<file path="config.mk">
export PLATFORM = sky130hd
export DESIGN_NAME = dmi_req_arbiter_flat
export DESIGN_NICKNAME = d
export VERILOG_FILES = /design/src/rtl/dmi_req_arbiter_if.sv /design/src/rtl/dmi_req_arbiter.sv /design/src/flat_wrapper.sv
export SDC_FILE = /design/constraint.sdc
export NUM_CORES = 1
export LEC_CHECK = 0
export CORE_AREA = 2 2 103 105
export DETAILED_ROUTE_END_ITERATION = 12
export DIE_AREA = 0 0 105 107
export GPL_TIMING_DRIVEN = 1
export PLACE_DENSITY = 0.87
export REMOVE_ABC_BUFFERS = 1
export SLEW_MARGIN = 15
export SYNTH_ARGS = -nofsm -noshare
export SYNTH_HDL_FRONTEND = slang
export SYNTH_HIERARCHICAL = 1
export SYNTH_SLANG_ARGS = --single-unit
</file>
<file path="constraint.sdc">
create_clock -name clk_i -period 2 [get_ports clk_i]
set_input_delay 0.4 -clock clk_i [delete_from_list [all_inputs] [get_ports clk_i]]
set_output_delay 0.4 -clock clk_i [all_outputs]
set_load 0.05 [all_outputs]
</file>
<file path="src/rtl/dmi_req_arbiter_if.sv">
// Bundle of the transport-side and DM-side handshake signals around the DMI arbiter.
// master: the arbiter itself; slave: the transports plus the debug module core.
interface dmi_req_arbiter_if #(
  parameter int NREQ   = 2,
  parameter int ADDR_W = 7,
  parameter int DATA_W = 32
);
  logic [NREQ-1:0]             req_valid;
  logic [NREQ-1:0]             req_ready;
  logic [NREQ-1:0][ADDR_W-1:0] req_addr;
  logic [NREQ-1:0][DATA_W-1:0] req_data;
  logic [NREQ-1:0][1:0]        req_op;
  logic [NREQ-1:0]             rsp_valid;
  logic [NREQ-1:0]             rsp_ready;
  logic [DATA_W-1:0]           rsp_data;
  logic [1:0]                  rsp_resp;

  logic                        dmi_req_valid;
  logic                        dmi_req_ready;
  logic [ADDR_W-1:0]           dmi_addr;
  logic [DATA_W-1:0]           dmi_wdata;
  logic [1:0]                  dmi_op;
  logic                        dmi_rsp_valid;
  logic                        dmi_rsp_ready;
  logic [DATA_W-1:0]           dmi_rdata;
  logic [1:0]                  dmi_resp;

  modport master (
    input  req_valid, req_addr, req_data, req_op, rsp_ready,
           dmi_req_ready, dmi_rsp_valid, dmi_rdata, dmi_resp,
    output req_ready, rsp_valid, rsp_data, rsp_resp,
           dmi_req_valid, dmi_addr, dmi_wdata, dmi_op, dmi_rsp_ready
  );

  modport slave (
    output req_valid, req_addr, req_data, req_op, rsp_ready,
           dmi_req_ready, dmi_rsp_valid, dmi_rdata, dmi_resp,
    input  req_ready, rsp_valid, rsp_data, rsp_resp,
           dmi_req_valid, dmi_addr, dmi_wdata, dmi_op, dmi_rsp_ready
  );
endinterface

</file>
<file path="src/rtl/dmi_req_arbiter.sv">
// Round-robin share of the single dmi_main request/response port between NREQ transports,
// one transaction in flight, with a response timeout and a drain window for late replies.

module dmi_req_arbiter_lane (
  input  logic idle_i,
  input  logic win_i,
  input  logic deliver_i,
  input  logic own_i,
  output logic req_ready_o,
  output logic rsp_valid_o
);
  assign req_ready_o = idle_i & win_i;
  assign rsp_valid_o = deliver_i & own_i;
endmodule

module dmi_req_arbiter #(
  parameter int NREQ    = 2,
  parameter int ADDR_W  = 7,
  parameter int DATA_W  = 32,
  parameter int TIMEOUT = 64
) (
  input  logic              clk_i,
  input  logic              rst_ni,
  dmi_req_arbiter_if.master bus
);
  localparam int PW = $clog2(NREQ);
  localparam int CW = $clog2(TIMEOUT);

  localparam logic [2:0] S_IDLE    = 3'd0;
  localparam logic [2:0] S_ISSUE   = 3'd1;
  localparam logic [2:0] S_WAIT    = 3'd2;
  localparam logic [2:0] S_DELIVER = 3'd3;
  localparam logic [2:0] S_DRAIN   = 3'd4;

  localparam logic [1:0] RESP_FAILED = 2'd2;

  typedef struct packed {
    logic [ADDR_W-1:0] addr;
    logic [DATA_W-1:0] data;
    logic [1:0]        op;
  } req_t;

  logic [2:0]        state_q, state_d;
  logic [PW-1:0]     rr_q, rr_d;
  logic [PW-1:0]     gnt_q, gnt_d;
  logic [CW-1:0]     cnt_q, cnt_d;
  logic              to_q, to_d;
  req_t              lat_q, lat_d;
  logic [DATA_W-1:0] rdata_q, rdata_d;
  logic [1:0]        resp_q, resp_d;

  logic [PW-1:0]     win;
  logic              win_vld;
  logic              cnt_last;
  logic [PW-1:0]     gnt_nxt;

  // Scan from rr_q upward; iterating from the far end lets the nearest valid requester win.
  always_comb begin
    int j;
    logic [PW-1:0] jw;
    win     = '0;
    win_vld = 1'b0;
    for (int k = NREQ - 1; k >= 0; k--) begin
      j  = (int'(rr_q) + k) % NREQ;
      jw = PW'(j);
      if (bus.req_valid[jw]) begin
        win     = jw;
        win_vld = 1'b1;
      end
    end
  end

  assign cnt_last = (cnt_q == CW'(TIMEOUT - 1));
  assign gnt_nxt  = (gnt_q == PW'(NREQ - 1)) ? '0 : gnt_q + PW'(1);

  always_comb begin
    state_d = state_q;
    rr_d    = rr_q;
    gnt_d   = gnt_q;
    cnt_d   = cnt_q;
    to_d    = to_q;
    lat_d   = lat_q;
    rdata_d = rdata_q;
    resp_d  = resp_q;
    case (state_q)
      S_IDLE: begin
        if (win_vld) begin
          lat_d   = '{addr: bus.req_addr[win], data: bus.req_data[win], op: bus.req_op[win]};
          gnt_d   = win;
          state_d = S_ISSUE;
        end
      end
      S_ISSUE: begin
        if (bus.dmi_req_ready) begin
          cnt_d   = '0;
          state_d = S_WAIT;
        end
      end
      S_WAIT: begin
        // A response on the last counted cycle still beats the timeout.
        if (bus.dmi_rsp_valid) begin
          rdata_d = bus.dmi_rdata;
          resp_d  = bus.dmi_resp;
          to_d    = 1'b0;
          state_d = S_DELIVER;
        end else if (cnt_last) begin
          rdata_d = '0;
          resp_d  = RESP_FAILED;
          to_d    = 1'b1;
          state_d = S_DELIVER;
        end else begin
          cnt_d = cnt_q + CW'(1);
        end
      end
      S_DELIVER: begin
        if (bus.rsp_ready[gnt_q]) begin
          rr_d    = gnt_nxt;
          cnt_d   = '0;
          state_d = to_q ? S_DRAIN : S_IDLE;
        end
      end
      S_DRAIN: begin
        // Swallow a reply the DM may still send for the timed-out request.
        if (bus.dmi_rsp_valid || cnt_last) begin
          to_d    = 1'b0;
          state_d = S_IDLE;
        end else begin
          cnt_d = cnt_q + CW'(1);
        end
      end
      default: state_d = S_IDLE;
    endcase
  end

  always_ff @(posedge clk_i or negedge rst_ni) begin
    if (!rst_ni) begin
      state_q <= S_IDLE;
      rr_q    <= '0;
      gnt_q   <= '0;
      cnt_q   <= '0;
      to_q    <= 1'b0;
      lat_q   <= '0;
      rdata_q <= '0;
      resp_q  <= '0;
    end else begin
      state_q <= state_d;
      rr_q    <= rr_d;
      gnt_q   <= gnt_d;
      cnt_q   <= cnt_d;
      to_q    <= to_d;
      lat_q   <= lat_d;
      rdata_q <= rdata_d;
      resp_q  <= resp_d;
    end
  end

  assign bus.dmi_req_valid = (state_q == S_ISSUE);
  assign bus.dmi_rsp_ready = (state_q == S_WAIT) || (state_q == S_DRAIN);
  assign bus.dmi_addr      = lat_q.addr;
  assign bus.dmi_wdata     = lat_q.data;
  assign bus.dmi_op        = lat_q.op;
  assign bus.rsp_data      = rdata_q;
  assign bus.rsp_resp      = resp_q;

  for (genvar i = 0; i < NREQ; i++) begin : g_lane
    dmi_req_arbiter_lane u_lane (
      .idle_i      (state_q == S_IDLE),
      .win_i       (win_vld && (win == PW'(i))),
      .deliver_i   (state_q == S_DELIVER),
      .own_i       (gnt_q == PW'(i)),
      .req_ready_o (bus.req_ready[i]),
      .rsp_valid_o (bus.rsp_valid[i])
    );
  end
endmodule

</file>
<file path="src/flat_wrapper.sv">
// flat-port wrapper written by rule: the top's interface ports become plain ports
module dmi_req_arbiter_flat 
#(
  parameter int NREQ    = 2,
  parameter int ADDR_W  = 7,
  parameter int DATA_W  = 32,
  parameter int TIMEOUT = 64
)
  (clk_i, rst_ni, bus_req_valid, bus_req_addr, bus_req_data, bus_req_op, bus_rsp_ready, bus_dmi_req_ready, bus_dmi_rsp_valid, bus_dmi_rdata, bus_dmi_resp, bus_req_ready, bus_rsp_valid, bus_rsp_data, bus_rsp_resp, bus_dmi_req_valid, bus_dmi_addr, bus_dmi_wdata, bus_dmi_op, bus_dmi_rsp_ready);
  dmi_req_arbiter_if #(.NREQ(NREQ), .ADDR_W(ADDR_W), .DATA_W(DATA_W)) bus_i ();
  input  logic clk_i;
  input  logic rst_ni;
  input wire logic [$bits(bus_i.req_valid)-1:0] bus_req_valid;
  input wire logic [$bits(bus_i.req_addr)-1:0] bus_req_addr;
  input wire logic [$bits(bus_i.req_data)-1:0] bus_req_data;
  input wire logic [$bits(bus_i.req_op)-1:0] bus_req_op;
  input wire logic [$bits(bus_i.rsp_ready)-1:0] bus_rsp_ready;
  input wire logic [$bits(bus_i.dmi_req_ready)-1:0] bus_dmi_req_ready;
  input wire logic [$bits(bus_i.dmi_rsp_valid)-1:0] bus_dmi_rsp_valid;
  input wire logic [$bits(bus_i.dmi_rdata)-1:0] bus_dmi_rdata;
  input wire logic [$bits(bus_i.dmi_resp)-1:0] bus_dmi_resp;
  output wire logic [$bits(bus_i.req_ready)-1:0] bus_req_ready;
  output wire logic [$bits(bus_i.rsp_valid)-1:0] bus_rsp_valid;
  output wire logic [$bits(bus_i.rsp_data)-1:0] bus_rsp_data;
  output wire logic [$bits(bus_i.rsp_resp)-1:0] bus_rsp_resp;
  output wire logic [$bits(bus_i.dmi_req_valid)-1:0] bus_dmi_req_valid;
  output wire logic [$bits(bus_i.dmi_addr)-1:0] bus_dmi_addr;
  output wire logic [$bits(bus_i.dmi_wdata)-1:0] bus_dmi_wdata;
  output wire logic [$bits(bus_i.dmi_op)-1:0] bus_dmi_op;
  output wire logic [$bits(bus_i.dmi_rsp_ready)-1:0] bus_dmi_rsp_ready;
  assign bus_i.req_valid = bus_req_valid;
  assign bus_i.req_addr = bus_req_addr;
  assign bus_i.req_data = bus_req_data;
  assign bus_i.req_op = bus_req_op;
  assign bus_i.rsp_ready = bus_rsp_ready;
  assign bus_i.dmi_req_ready = bus_dmi_req_ready;
  assign bus_i.dmi_rsp_valid = bus_dmi_rsp_valid;
  assign bus_i.dmi_rdata = bus_dmi_rdata;
  assign bus_i.dmi_resp = bus_dmi_resp;
  assign bus_req_ready = bus_i.req_ready;
  assign bus_rsp_valid = bus_i.rsp_valid;
  assign bus_rsp_data = bus_i.rsp_data;
  assign bus_rsp_resp = bus_i.rsp_resp;
  assign bus_dmi_req_valid = bus_i.dmi_req_valid;
  assign bus_dmi_addr = bus_i.dmi_addr;
  assign bus_dmi_wdata = bus_i.dmi_wdata;
  assign bus_dmi_op = bus_i.dmi_op;
  assign bus_dmi_rsp_ready = bus_i.dmi_rsp_ready;
  dmi_req_arbiter #(.NREQ(NREQ), .ADDR_W(ADDR_W), .DATA_W(DATA_W), .TIMEOUT(TIMEOUT)) u_core (.clk_i(clk_i), .rst_ni(rst_ni), .bus(bus_i));
endmodule
</file>
Word level (Yosys, flattened, before mapping)
Cells that the tools add are included.
{"block": "word_totals", "output_inout_bits": 81, "wordCells": 89, "ff_bits": 87, "input_bits": 124}
{"block": "op_classes", "n_mux": 39, "n_eq_ne": 13, "order_cmp": 4, "add_sub_neg": 3, "bitwise": 6, "n_reduce_logical": 14}
{"operator": "two-way mux 32 bit", "count": 4}
{"operator": "two-way mux 6 bit", "count": 5}
{"operator": "one-hot mux 6 bit (4 select lines)", "count": 1}
{"operator": "two-way mux 3 bit", "count": 7}
{"operator": "one-hot mux 3 bit (5 select lines)", "count": 1}
{"operator": "two-way mux 1 bit", "count": 14}
{"operator": "two-way mux 7 bit", "count": 2}
{"operator": "< comparator 1 x 2 -> 1 bit, second input constant", "count": 4}
{"operator": "two-way mux 2 bit", "count": 4}
{"operator": "!= test 2 bit, second input constant", "count": 4}
{"operator": "adder 6 x 1 -> 6 bit, second input constant", "count": 1}
{"operator": "== test 3 x 2 -> 1 bit, second input constant", "count": 2}
{"operator": "== test 6 bit, second input constant", "count": 1}
{"operator": "!= test 2 x 1 -> 1 bit, second input constant", "count": 3}
{"operator": "AND reduction 2 bit", "count": 3}
{"operator": "AND reduction 6 bit", "count": 1}
{"operator": "AND reduction 5 bit", "count": 1}
{"operator": "AND 1 bit", "count": 4}
{"operator": "nonzero test 2 bit", "count": 2}
{"operator": "nonzero test 4 bit", "count": 1}
{"operator": "== test 3 x 1 -> 1 bit, second input constant", "count": 1}
{"operator": "== test 3 bit, second input constant", "count": 1}
{"operator": "logical NOT 3 bit", "count": 1}
{"operator": "!= test 3 x 2 -> 1 bit, second input constant", "count": 1}
{"operator": "6 further kinds", "count": 10}

Logic depth before layout (Yosys ltp)
Gate-level depths: netlist of the first run.
{"block": "logic_depth", "word_depth": 8, "depth_mapped": 7, "depth_no_buf": 5}

By module
Netlist of the first run, hierarchy kept.
{"mod": "dmi_req_arbiter", "instances": 1, "area_each_um2": 3806.2, "seq_area_each_um2": 2177.1, "cells_each": 333}
{"mod": "dmi_req_arbiter_lane", "instances": 2, "area_each_um2": 12.5, "seq_area_each_um2": 0.0, "cells_each": 2}

Least setup slack after synthesis of the first run
Ideal clock, no wire load.
{"block": "synth_timing", "kind": "register to register", "from": "register u_core.state_q[2]", "to": "register u_core.cnt_q[5]", "setup_time_ps": 65, "t_required_ps": 1935, "synth_period_minus_slack_ps": 1805, "path_buffers": 1, "setup_slack_ps": 195, "path_stages_with_launch": 6, "t_arrival_ps": 1740, "path_cell_list": "dfrtp_1 buf_4 xnor2_1 nor2_1 a21bo_2 o22a_1"}
{"block": "synth_via", "elab_chain_len": 3, "elab_cells_between_ends": 12, "cone_classes": "eq/ne (9); mux (1); reduce/logical (2)"}
{"element": "start, declared", "line": "dmi_req_arbiter.sv:43", "source": "logic [2:0] state_q, state_d;"}
{"element": "start signal, assigned", "line": "dmi_req_arbiter.sv:146", "source": "state_q <= state_d;"}
{"element": "== test 3 x 2 -> 1 bit (tied with other cells)", "line": "dmi_req_arbiter.sv:85", "source": "case (state_q)"}
{"element": "!= test 2 bit (no source line) (tied with other cells)"}
{"element": "AND reduction 6 bit (no source line)"}
{"element": "end signal, assigned", "line": "dmi_req_arbiter.sv:149", "source": "cnt_q <= cnt_d;"}
{"element": "end, declared", "line": "dmi_req_arbiter.sv:46", "source": "logic [CW-1:0] cnt_q, cnt_d;"}
Parallel ways exist; a longest one is shown, timed or not.
A chain may end at the register's enable or synchronous reset.

Worst setup path after layout of the first run
{"block": "layout_timing", "from": "register u_core.rdata_q[30] (netlist: u_core/bus.rsp_data[30])", "to": "output port bus_rsp_data[30]"}
{"element": "start, declared", "line": "dmi_req_arbiter.sv:49", "source": "logic [DATA_W-1:0] rdata_q, rdata_d;"}
{"element": "start signal, assigned", "line": "dmi_req_arbiter.sv:152", "source": "rdata_q <= rdata_d;"}
{"element": "end, declared", "line": "flat_wrapper.sv:24", "source": "output wire logic [$bits(bus_i.rsp_data)-1:0] bus_rsp_data;"}
No word-level cell between the ends.

==> impl_metrics.tcl, run 1 <==
set metrics [dict create \
    status "finished clean" \
    syn-cell-area_um2 3830 \
    path_buf_inv 1 \
    critical-path-top-delay-family "buffers and inverters" \
    syn-instance-count 337 \
    r2r_start "u_core/cnt_q[0]" \
    start_kind "flip-flop" \
    sequentialPowerShare 0.283 \
    layout_common_cells "194 x clkdlybuf4s50_1, 86 x dfrtp_1, 50 x nor2_1" \
    cts_tree "done" \
    coreArea_um2 10100 \
    io_pins 205 \
    antenna_left 0 \
    grt_pass1_vias 3639 \
    power_frac_comb 0.614 \
    drt_first_pass_iters 4 \
    setup_violations 0 \
    htreeDepth 3 \
    drive_gt1_frac 0.0849 \
    clock_path_buffers 2 \
    worstSetupPathType "flip-flop to primary output" \
    synth-seq-area-share 0.568 \
    die_x_um 105 \
    ir_worst_vdd_v 0.00116 \
    routed_wl_um 11000 \
    synthArstFlopShare 1.00 \
    track_usage 0.199 \
    nets 665 \
    period_needed_ns 1.95 \
    slew_headroom 0.639 \
    switching_share 0.490 \
    grt_first_pass_wirelength_um 17900 \
    gp_congestion 0.731 \
    antenna_found_initial 0 \
    io_buffers 204 \
    ys_types 40 \
    start_util 0.380 \
    grt_max_degree 62 \
    vias 3404 \
    root_buffer "clkbuf_8" \
    fmax_ghz 0.513 \
    vias_per_cell 5.02 \
    tightest_slew_ns 0.540 \
    synth_edf_count 0 \
    cts_buffers 9 \
    final_util 0.624 \
    clockPowerShare 0.102 \
    synth_ff_type "dfrtp_1" \
    crit_path_start "u_core/bus.rsp_data[30]" \
    maxCapViolations 0 \
    holdCritPathClass "input pin to asynchronous set/reset pin" \
    syn_to_final_growth_pct 64.4 \
    critPathMaxFanout 2 \
    drc 0 \
    cp_cell_sequence "clkdlybuf4s50_1" \
    clock_skew_ns 0.00479 \
    routedWlPerCell_um 16.3 \
    critPathArrivalTime_ns 1.55 \
    leakagePower_uw 0.00278 \
    layout_commonest_cell "clkdlybuf4s50_1" \
    die_area_um2 11200 \
    overflow 0 \
    drt-initial-drc-count 138 \
    clock_sinks 87 \
    path_clk_slew_ns 0.08 \
    pre_cts_slack_ns 0.0144 \
    critPathMaxStageDelay_ns 0.84 \
    crit_path_end_kind "primary output" \
    fin_crit_sh 0.974 \
    syn_area_per_cell_um2 11.4 \
    insertion_delay_ns 0.34 \
    timing.final.ws_setup_ns 0.0517 \
    rsz0062_at_grt "false" \
    post-dp-hpwl_um 8380 \
    rows 37 \
    hold_viol_final 0 \
    slew_violations 0 \
    powerDensity_nw_per_um2 1750 \
    synth_warnings 6 \
    power.switching_uw 5400 \
    cp_data_required_time_ns 1.60 \
    die_h_um 107 \
    critPathSlowestCell "clkdlybuf4s50_1" \
    intPower_uw 5620 \
    diodes 0 \
    ys_ff_latch 87 \
]
## timing repair
action	4_1_cts	5_1_grt
resized for setup	1	4
hold endpoints to repair	20	0
pin swaps	0	1
hold buffers	1	0
buffers inserted	0	0
setup endpoints to repair	1	6
## sequential cells by signal, summed over array words and instances, names as in the netlist, 2 cells and up
signal and flops:
u_core/bus.dmi_wdata 32, u_core/bus.rsp_data 32, u_core/bus.dmi_addr 7, u_core/cnt_q 6, u_core/state_q 3, u_core/bus.dmi_op 2
u_core/bus.rsp_resp 2
## cell families after synthesis
family,Yosys count,synth area share
AOI/OAI and AO/OA,99,0.182
DFF,87,0.568
and+or+nand+nor,73,0.0862
muxes,43,0.113
buffers and inverters,32,0.0431
xor gates and xnor gates,2,0.00457
adders and majority gates,1,0.00327
## synthesized netlist by cell type (all sizes together), types with 2 or more instances
master / instances / share of area
a21oi: 47 / 0.061
a22o: 35 / 0.080
and2: 4 / 0.0065
and3: 4 / 0.0065
buf: 22 / 0.033
clkbuf: 3 / 0.0029
dfrtp: 87 / 0.57
inv: 7 / 0.0069
mux2i: 42 / 0.11
nand2: 3 / 0.0029
nor2: 51 / 0.050
nor3: 3 / 0.0052
o21ai: 3 / 0.0049
o31ai: 2 / 0.0039
or3: 3 / 0.0062
## power by group through the flow
stage	clock (uW)	sequential [uW]	combinational (uW)
after floorplan	0	5580	1720
after global placement	0	3090	6640
after detailed placement	0	3140	6770
after CTS	1170	3120	6800
after global routing	1240	3240	7110
final	1130	3120	6770
## layer usage
layer | up-vias | global-route usage | part of all wire
met5 | - | 0 | 0
met4 | 0 | 0.100 | 0.033
met3 | 30 | 0.0395 | 0.051
met2 | 115 | 0.353 | 0.52
met1 | 1658 | 0.229 | 0.39
li1 | 1601 | - | -
## per-stage QoR
| step | power, uW | setup TNS (ns) | instance area, um2 | hold slack, ns | std cells |
|---|---|---|---|---|---|
| after floorplan | 7310 | -25.94 | 3690 | 0.104 | 312 |
| after global placement | 9730 | 0 | 6110 | 0.306 | 664 |
| after detailed placement | 9910 | 0 | 6110 | 0.310 | 664 |
| after CTS | 11100 | 0 | 6290 | 0.483 | 678 |
| after global routing | 11600 | 0 | 6300 | 0.510 | 678 |
| final | 11000 | 0 | 6300 | 0.498 | 678 |
## final cells by class
class / instances / area (um2)
clock buffers: 11 / 131
clock inverters: 2 / 35.0
fillers: 886 / 3790
inverters: 7 / 26.3
multi-input cells: 218 / 1510
flip-flops and latches: 87 / 2180
well taps: 136 / 170
repair buffers: 217 / 2250
## final timing paths
| check | depth (start not counted) | slack, ns | end |
|---|---|---|---|
| max | 1 | 0.05 | bus_rsp_data[30] |
| min | 2 | 0.50 | u_core/bus.rsp_data[29] |
| max reg2reg | 6 | 0.16 | u_core/to_q |
| min reg2reg | 1 | 0.51 | u_core/bus.rsp_data[22] |
| max in group asynchronous | 3 | 0.95 | u_core/bus.dmi_wdata[12] |
| min in group clk_i | 1 | 0.51 | u_core/bus.rsp_data[22] |
(Power assumes the default switching activity.)
==> run 2, diff against run 1 <==
ABC_CLOCK_PERIOD_IN_PS = 2000   (was default)
CAP_MARGIN = 20   (was default)
==> results of run 2 <==
Final layout, timing and power as in run 1 (identical DEF).
